<file path="src/rtl/temp_spi_responder.sv">
// +----------------------------------------------------------------------+
// | temp_spi_responder: SPI mode-0 responder shifting a sampled value    |
// | out MSB first on a CSn frame.                          Revision: 1.0 |
// +----------------------------------------------------------------------+
`default_nettype none

module temp_spi_responder #(
  parameter int FRAME_BITS  = 16,
  parameter int SYNC_STAGES = 2
) (
  input  logic                  fab_clk_16MHz,
  input  logic                  rst,
  input  logic                  temp_sck,
  input  logic                  temp_csn,
  output logic                  temp_so,
  output logic                  temp_so_oe,
  input  logic [FRAME_BITS-1:0] temp_value,
  output logic                  frame_done,
  output logic                  frame_abort,
  output logic [15:0]           frame_count
);

  localparam int CW = (FRAME_BITS > 1) ? $clog2(FRAME_BITS) : 1;
  localparam logic [CW-1:0] LAST_IDX = CW'(FRAME_BITS - 1);

  typedef enum logic [1:0] {
    IDLE  = 2'd0,
    SHIFT = 2'd1,
    TAIL  = 2'd2
  } state_t;

  logic [SYNC_STAGES-1:0] sck_sync;
  logic [SYNC_STAGES-1:0] csn_sync;
  logic [SYNC_STAGES-1:0] flush;
  logic                   sck_hist;
  logic                   csn_hist;
  logic                   armed;

  state_t                 state, state_n;
  logic [FRAME_BITS-1:0]  shreg, shreg_n;
  logic [CW-1:0]          cnt, cnt_n;
  logic                   so, so_n;
  logic                   oe, oe_n;
  logic                   done, done_n;
  logic                   abort, abort_n;
  logic [15:0]            count, count_n;

  logic                   sck_fall;
  logic                   csn_rise;
  logic                   csn_fall;

  // flush tracks when the chain holds real pin samples rather than reset
  // values; armed then requires CSn to be seen high before any frame starts.
  always_ff @(posedge fab_clk_16MHz) begin
    if (rst) begin
      sck_sync <= '0;
      csn_sync <= '1;
      flush    <= '0;
      sck_hist <= 1'b0;
      csn_hist <= 1'b1;
      armed    <= 1'b0;
    end else begin
      sck_sync <= {sck_sync[SYNC_STAGES-2:0], temp_sck};
      csn_sync <= {csn_sync[SYNC_STAGES-2:0], temp_csn};
      flush    <= {flush[SYNC_STAGES-2:0], 1'b1};
      sck_hist <= sck_sync[SYNC_STAGES-1];
      csn_hist <= csn_sync[SYNC_STAGES-1];
      armed    <= armed | (flush[SYNC_STAGES-1] & csn_sync[SYNC_STAGES-1]);
    end
  end

  assign sck_fall = sck_hist & ~sck_sync[SYNC_STAGES-1];
  assign csn_rise = ~csn_hist & csn_sync[SYNC_STAGES-1];
  assign csn_fall = armed & csn_hist & ~csn_sync[SYNC_STAGES-1];

  always_ff @(posedge fab_clk_16MHz) begin
    if (rst) begin
      state <= IDLE;
      shreg <= '0;
      cnt   <= '0;
      so    <= 1'b0;
      oe    <= 1'b0;
      done  <= 1'b0;
      abort <= 1'b0;
      count <= '0;
    end else begin
      state <= state_n;
      shreg <= shreg_n;
      cnt   <= cnt_n;
      so    <= so_n;
      oe    <= oe_n;
      done  <= done_n;
      abort <= abort_n;
      count <= count_n;
    end
  end

  always_comb begin
    state_n = state;
    shreg_n = shreg;
    cnt_n   = cnt;
    so_n    = so;
    oe_n    = oe;
    done_n  = 1'b0;
    abort_n = 1'b0;
    count_n = count;
    case (state)
      IDLE: begin
        so_n = 1'b0;
        oe_n = 1'b0;
        if (csn_fall) begin
          shreg_n = temp_value;
          cnt_n   = LAST_IDX;
          so_n    = temp_value[FRAME_BITS-1];
          oe_n    = 1'b1;
          state_n = SHIFT;
        end
      end
      SHIFT: begin
        // CSn release wins over a coincident SCK edge, even on the last bit.
        if (csn_rise) begin
          shreg_n = '0;
          cnt_n   = '0;
          so_n    = 1'b0;
          oe_n    = 1'b0;
          abort_n = 1'b1;
          state_n = IDLE;
        end else if (sck_fall) begin
          if (cnt == '0) begin
            so_n    = 1'b0;
            state_n = TAIL;
          end else begin
            shreg_n = shreg << 1;
            so_n    = shreg[FRAME_BITS-2];
            cnt_n   = cnt - CW'(1);
          end
        end
      end
      TAIL: begin
        so_n = 1'b0;
        oe_n = 1'b1;
        if (csn_rise) begin
          shreg_n = '0;
          oe_n    = 1'b0;
          done_n  = 1'b1;
          count_n = count + 16'd1;
          state_n = IDLE;
        end
      end
      default: begin
        so_n    = 1'b0;
        oe_n    = 1'b0;
        state_n = IDLE;
      end
    endcase
  end

  assign temp_so     = so;
  assign temp_so_oe  = oe;
  assign frame_done  = done;
  assign frame_abort = abort;
  assign frame_count = count;

endmodule

`default_nettype wire

</file>
<file path="config.mk">
export PLATFORM = sky130hd
export DESIGN_NAME = temp_spi_responder
export DESIGN_NICKNAME = d
export VERILOG_FILES = /design/src/rtl/temp_spi_responder.sv
export SDC_FILE = /design/constraint.sdc
export NUM_CORES = 1
export LEC_CHECK = 0
export CORE_UTILIZATION = 47
export CTS_CLUSTER_DIAMETER = 30
export CTS_CLUSTER_SIZE = 28
export DETAILED_ROUTE_END_ITERATION = 7
export GPL_ROUTABILITY_DRIVEN = 0
export PLACE_DENSITY_LB_ADDON = 0.1
export REMOVE_ABC_BUFFERS = 1
export SYNTH_ARGS = -nofsm -noshare
export SYNTH_HDL_FRONTEND = slang
export SYNTH_SLANG_ARGS = --single-unit
</file>
<file path="constraint.sdc">
create_clock -name fab_clk_16MHz -period 2 [get_ports fab_clk_16MHz]
set_clock_uncertainty 0.1 [all_clocks]
set_input_delay 0.6 -clock fab_clk_16MHz [delete_from_list [all_inputs] [get_ports fab_clk_16MHz]]
set_output_delay 0.6 -clock fab_clk_16MHz [all_outputs]
set_load 0.01 [all_outputs]
</file>
==> results of run 1 <==
-- per-layer routing --
metal / vias up / wire, um
met5: - / 0
met4: 0 / 58
met3: 5 / 153
met2: 38 / 2330
met1: 925 / 2270
li1: 1016 / -
-- flip-flops by register name (all words and copies together), names as in the netlist --
signal	flops
armed	1
cnt	4
csn_hist	1
csn_sync	2
flush	2
frame_abort	1
frame_count	16
frame_done	1
sck_hist	1
sck_sync	2
shreg	15
state	2
temp_so	1
temp_so_oe	1
-- logic make-up after synthesis --
kind of cell / after synthesis / synth area share, %
AOI/OAI and AO/OA: 75 / 22.5
adders and majority gates: 6 / 3.18
and+or+nand+nor: 94 / 22.6
muxes: 1 / 0.478
DFF: 50 / 42.5
buffers and inverters: 26 / 5.47
xor gates and xnor gates: 9 / 3.34
-- where the power goes --
part | leakage [nW] | internal [mW] | switching [mW] | total, mW
logic | 0.636 | 0.468 | 0.628 | 1.10
registers | 0.412 | 1.13 | 0.0770 | 1.21
clock network | 0.0383 | 0.241 | 0.308 | 0.549
-- worst min path at each step --
stage | end | cells after the start | slack [ps]
6_report | csn_sync[1] | 1 | 320
5_1_grt | csn_sync[1] | 1 | 360
4_1_cts | csn_sync[1] | 1 | 320
3_5_place_dp | csn_sync[1] | 1 | 300
3_3_place_gp | csn_sync[1] | 1 | 290
2_1_floorplan | csn_sync[1] | 1 | 290
-- per-stage QoR --
step                      hold slack, ps  setup TNS (ps)  util [%]
after floorplan                      289           -2570         -
after global placement               294               0      58.8
after detailed placement             299               0      58.8
after CTS                            320               0      60.5
after global routing                 361               0      61.3
final                                319               0      61.3
-- cells in the final DEF, fill, tap and decap left out, types with 2 or more instances in the layout --
master / n
dfxtp_1: 42
o21ai_1: 2
a31o_1: 2
and4b_1: 2
nand2b_1: 4
clkdlybuf4s50_1: 38
xor2_1: 5
o2111a_1: 2
a211oi_2: 9
ha_1: 5
or2_2: 3
a211oi_1: 7
inv_1: 8
nand3_1: 8
nand4_1: 7
clkbuf_1: 2
or3_1: 4
o21ai_0: 4
a311o_1: 2
xnor2_1: 4
nor2_1: 19
nand2_1: 12
nor3b_1: 2
o31ai_1: 2
nor2b_1: 19
and3_1: 5
dfxtp_2: 8
and4_1: 2
clkbuf_8: 5
a21oi_1: 35
buf_4: 11
-- layout make-up --
type | instances | area (um2)
Timing Repair Buffer | 52 | 499
Multi-Input combinational cell | 185 | 1230
Tap cell | 67 | 83.8
Sequential cell | 50 | 1010
Fill cell | 448 | 1850
Inverter | 8 | 30.0
Clock buffer | 7 | 76.3
-- repair_timing --
item,in CTS,in global routing
pin swaps,0,2
setup buffers,0,3
gates resized for setup,2,9
setup endpoints to repair,2,25
==> results.md, run 1 <==
* Vias/cell at 5.38
* Vias in the first global route at 1,736
* Final Hold Vio Count at 0
* Minimum clock period at 1940 ps
* Max Slew Vio Count at 0
* Slowest Stage Delay on Critical Path at approximately 550 ps
* CTS tree: yes
* CP Capture Type: output pin
* Top Usage Layer GRT: met2
* CP startpoint kind: flop
* Hold Crit Class: flop to flop
* Reg-to-reg endpoint: state[1]
* Nets at approximately 330
* Synth top cells by count: dfxtp_1 (50), a21oi_1 (35), nor2_1 (19), nor2b_1 (19), nand2_1 (12)
* Placed Cells incl. Taps at approximately 360
* Setup ws final at 60.1 ps
* Critical Path Source: frame_count[1]
* Finish-stage setup viols at 0
* Number of synthesized flops with an enable pin at 0
* Outcome: finished clean
* Hold path startpoint: csn_sync[0]
* Crit share post-route at between 90% and 100%
* RSZ-0062 raised after global routing: false
* Share of layout cells above drive strength 1 at 14.6%
* # diodes at 0
* Die X-Extent at 72.8 um
* Mapped Avg Cell Area at 9.03 um2
* Max FO, Critical Path at 4
* Fin cells at 369
* Pre-antenna DRT Iters at 5
* I/O pins at 40
* Crit path buf inv count at 1
* Root Buffer: clkbuf_8
* Post-Synthesis Cells at between 200 and 300
* Post-CTS Hold Fix Bufs at 0
* CP Class: flop to output pin
* Largest net degree at the start of global routing at 51
* Crit path DAT at 1240 ps
* Max Clock Freq at 515 MHz
* Reg2Reg Setup Slack at 170 ps
* Max Cap Viol at 0
* 1st-iter DRT viols at 70
* Most used DFF post-synth: dfxtp_1
* Area contributors post-synth: dfxtp_1 (42%), a21oi_1 (7.4%), nor2b_1 (5.0%)
* #FFs+latches synth at 50
* Vias at 1,984
* Rows at 25
* Crit-path slowest cell: clkdlybuf4s50_1
* P per Cell Area at 972 nW/um2
* Peak VDD IR at 702 uV
* Drt drc at 0
* Core Area at ~4800 um2
* Worst reg2reg startpoint: state[0]
* First-pass GRT wire length at 7.73 mm
* Worst-Margin Slew at approximately 510 ps
* FF-to-FF path depth at 7
* Top delay family on crit path: buffers and inverters
* Top-count cell post-synth: dfxtp_1
* Skew-Pair Late Insertion Delay at 300 ps
* Pwr Total at approximately 2.9 mW
* Clock tree sinks at 50
* Grt met3 use at 4.97%
* Placed inst area at 2820 um2
* Post-route cell area at 2940 um2
* Post-synthesis sequential area ratio at 42.5%
* Slew margin rel. at 66.2%
* Number of cells on the critical path at 1
* Detailed Route WL at 4.81 mm
* CTS Buf Count at 5
* Clock buffer depth at 2
* Remaining antenna violation count at 0
* GR Overflow Total at 0
* H-tree depth at 2
* Setup WS pre-CTS at 95.7 ps
* Hpwl dp at 3.28 mm
* Met1 Resource Use GR at 23.5%
* GRT Overall Usage at 19.0%
* Ys Warns at 0
* Critical path endpoint: frame_count[1]
* Async SR Flop Fraction at 0%
* # port buffers at 39
* Layout area overhead at 24.5%
* WP data required at between 1000 and 1500 ps
* Synth cell types at 47
* Synthesized area at 2360 um2
* WL per Instance at ~13 um
* Clk pin slew, worst setup/hold paths at 80 ps
* Cell accounting for the most synthesized area: dfxtp_1
* Share of the synthesized area in the top cell type at between 40 and 50%
* CP Cell Sequence: clkdlybuf4s50_1
* Die area at 5300 um2
* GR Util met2 at 32.0%
* Leak pwr at 1.09 nW
* Die H at 72.8 um
* Initial antenna violation count at 0
* Starting Density at 49.3%
Note: power is estimated with default switching activity, not from simulation.
==> run 2: changes to the inputs <==
- CORE_MARGIN: unset -> 2
- SLEW_MARGIN: unset -> 20
==> results.md, run 2 (synthesis gave the netlist of run 1 again) <==
* Vias/cell at 5.27
* Layout area overhead at 25.5%
* Largest net degree at the start of global routing at 30
* Switching Fraction at between 30% and 40%
* Placed Cells incl. Taps at 359
* Slowest Stage Delay on Critical Path at 550 ps
* Final hold slack at 320 ps
* Top Usage Layer GRT: met2
* Finish-stage setup viols at 0
* RSZ-0062 raised after global routing: false
* Die H at 74.8 um
* Max Slew Vio Count at 0
* Switching Power at 1.04 mW
* Peak VDD IR at 691 uV
* WP data required at 1300 ps
* Top delay family on crit path: buffers and inverters
* Combinational share of power at 37.9%
* Detailed Route WL at 4.79 mm
* GR Util met2 at 30.6%
* Die X-Extent at roughly 75 um
* Die area at 5600 um2
* Crit share post-route at 97.0%
* Commonest non-fill, non-tap cells in the layout: dfxtp_1 (40), a21oi_1 (35), clkdlybuf4s50_1 (34)
* Pwr Total at approximately 2.9 mW
* Pre-antenna DRT Iters at 4
* CP Class: flop to output pin
* CTS Buf Count at 5
* Vias in the first global route at 1,841
* # diodes at 0
* Clock tree sinks at 50
* Drt drc at 0
* Rows at 25
* H-tree depth at 2
* Crit path buf inv count at 1
* CTS tree: yes
* Post-layout util at 61.8%
* Number of cells on the critical path at 1
* GR Overflow Total at 0
* Leak pwr at between 1 and 1.5 nW
* Max Clock Freq at 515 MHz
* Final Hold Vio Count at 0
* Grt met3 use at between 3 and 4%
* Reg-to-reg endpoint: state[1]
* Pint at 1.84 mW
* Root Buffer: clkbuf_8
* Critical path endpoint: frame_count[7]
* Crit path DAT at between 1000 and 1500 ps
* Clk pin slew, worst setup/hold paths at approximately 90 ps
* Core Area at 4790 um2
* Hpwl dp at 3.34 mm
* Post-route cell area at 2960 um2
* Worst reg2reg startpoint: state[0]
* Clock buffer depth at 2
* GRT Overall Usage at 18.5%
* CP Cell Sequence: clkdlybuf4s50_1
* Met1 Resource Use GR at 24.6%
* Reg2Reg Setup Slack at 140 ps
* Crit-path slowest cell: clkdlybuf4s50_1
* Worst-Margin Slew at 499 ps
* CP Capture Type: output pin
* Max FFs per register at 16
* Critical Path Source: frame_count[7]
* Vias at 1,940
* I/O pins at 40
* Skew-Pair Late Insertion Delay at roughly 300 ps
* Hold Crit Class: flop to flop
* FF-to-FF path depth at 7
* Max Cap Viol at 0
* 1st-iter DRT viols at between 80 and 90
* Clock share of power at 20.1%
* Starting Density at 49.3%
* Fillers at 445
* Max FO, Critical Path at 6
* Slew margin rel. at 66.7%
* P per Cell Area at 974 nW/um2
* Outcome: finished clean
* Initial antenna violation count at 0
* WL per Instance at 13.0 um
* Share of layout cells above drive strength 1 at 16.3%
* First-pass GRT wire length at a little over 8 mm
* Nets at about 330
* # port buffers at 39
* Remaining antenna violation count at 0
* Placed inst area at 2820 um2
* CP startpoint kind: flop
* Most common cell after layout, fill and taps aside: dfxtp_1
* Fin cells at 368
* Minimum clock period at between 1500 and 2000 ps
* Flop pwr share at 42.0%
## run 2: cell type report
cell class	count	area, um2	area share, %
Clock buffer	5	68.8	2.33
Clock inverter	3	21.3	0.719
Inverter	8	30.0	1.01
Multi-Input combinational cell	185	1250	42.2
Sequential cell	50	1010	34.2
Tap cell	67	83.8	2.83
Timing Repair Buffer	50	494	16.7
## run 2: power by group through the flow
| stage | sequential [mW] | combinational, mW | clock (mW) |
|---|---|---|---|
| floorplan | 1.21 | 0.747 | 0 |
| global placement | 1.22 | 1.03 | 0 |
| detailed placement | 1.23 | 1.04 | 0 |
| CTS | 1.21 | 1.04 | 0.607 |
| global route | 1.23 | 1.21 | 0.650 |
| finish | 1.21 | 1.09 | 0.580 |
## run 2: metrics by stage
stage,TNS [ps],setup WS [ps]
2_1_floorplan,-2570,-176
3_3_place_gp,0,170
3_5_place_dp,0,121
4_1_cts,0,7.01
5_1_grt,0,6.51
6_report,0,59.7
## run 2: worst min path at each step
stage | start | end | slack (ps) | cells past startpoint
after detailed placement | csn_sync[0] | csn_sync[1] | 310 | 1
after global placement | csn_sync[0] | csn_sync[1] | 300 | 1
after global routing | csn_sync[0] | csn_sync[1] | 350 | 1
after CTS | csn_sync[0] | csn_sync[1] | 330 | 1
final | csn_sync[0] | csn_sync[1] | 320 | 1
after floorplan | csn_sync[0] | csn_sync[1] | 290 | 1
## run 2: what timing repair did
action / CTS / global route
pin swaps: 0 / 1
setup endpoints to repair: 5 / 26
endpoints found under the hold margin: 0 / 0
buffers inserted: 0 / 1
gates resized for setup: 5 / 14
hold buffers: 0 / 0
## run 2: routing by layer
layer | share of wire (%) | wire length, um
met1 | 50 | 2390
met2 | 46 | 2190
met3 | 2.8 | 136
met4 | 1.5 | 73
met5 | 0 | 0
==> run 3: changes to the inputs <==
- CTS_CLUSTER_DIAMETER: 30 -> unset
==> results of run 3 <==
No change in the layout: final DEF, timing and power equal those of run 2.
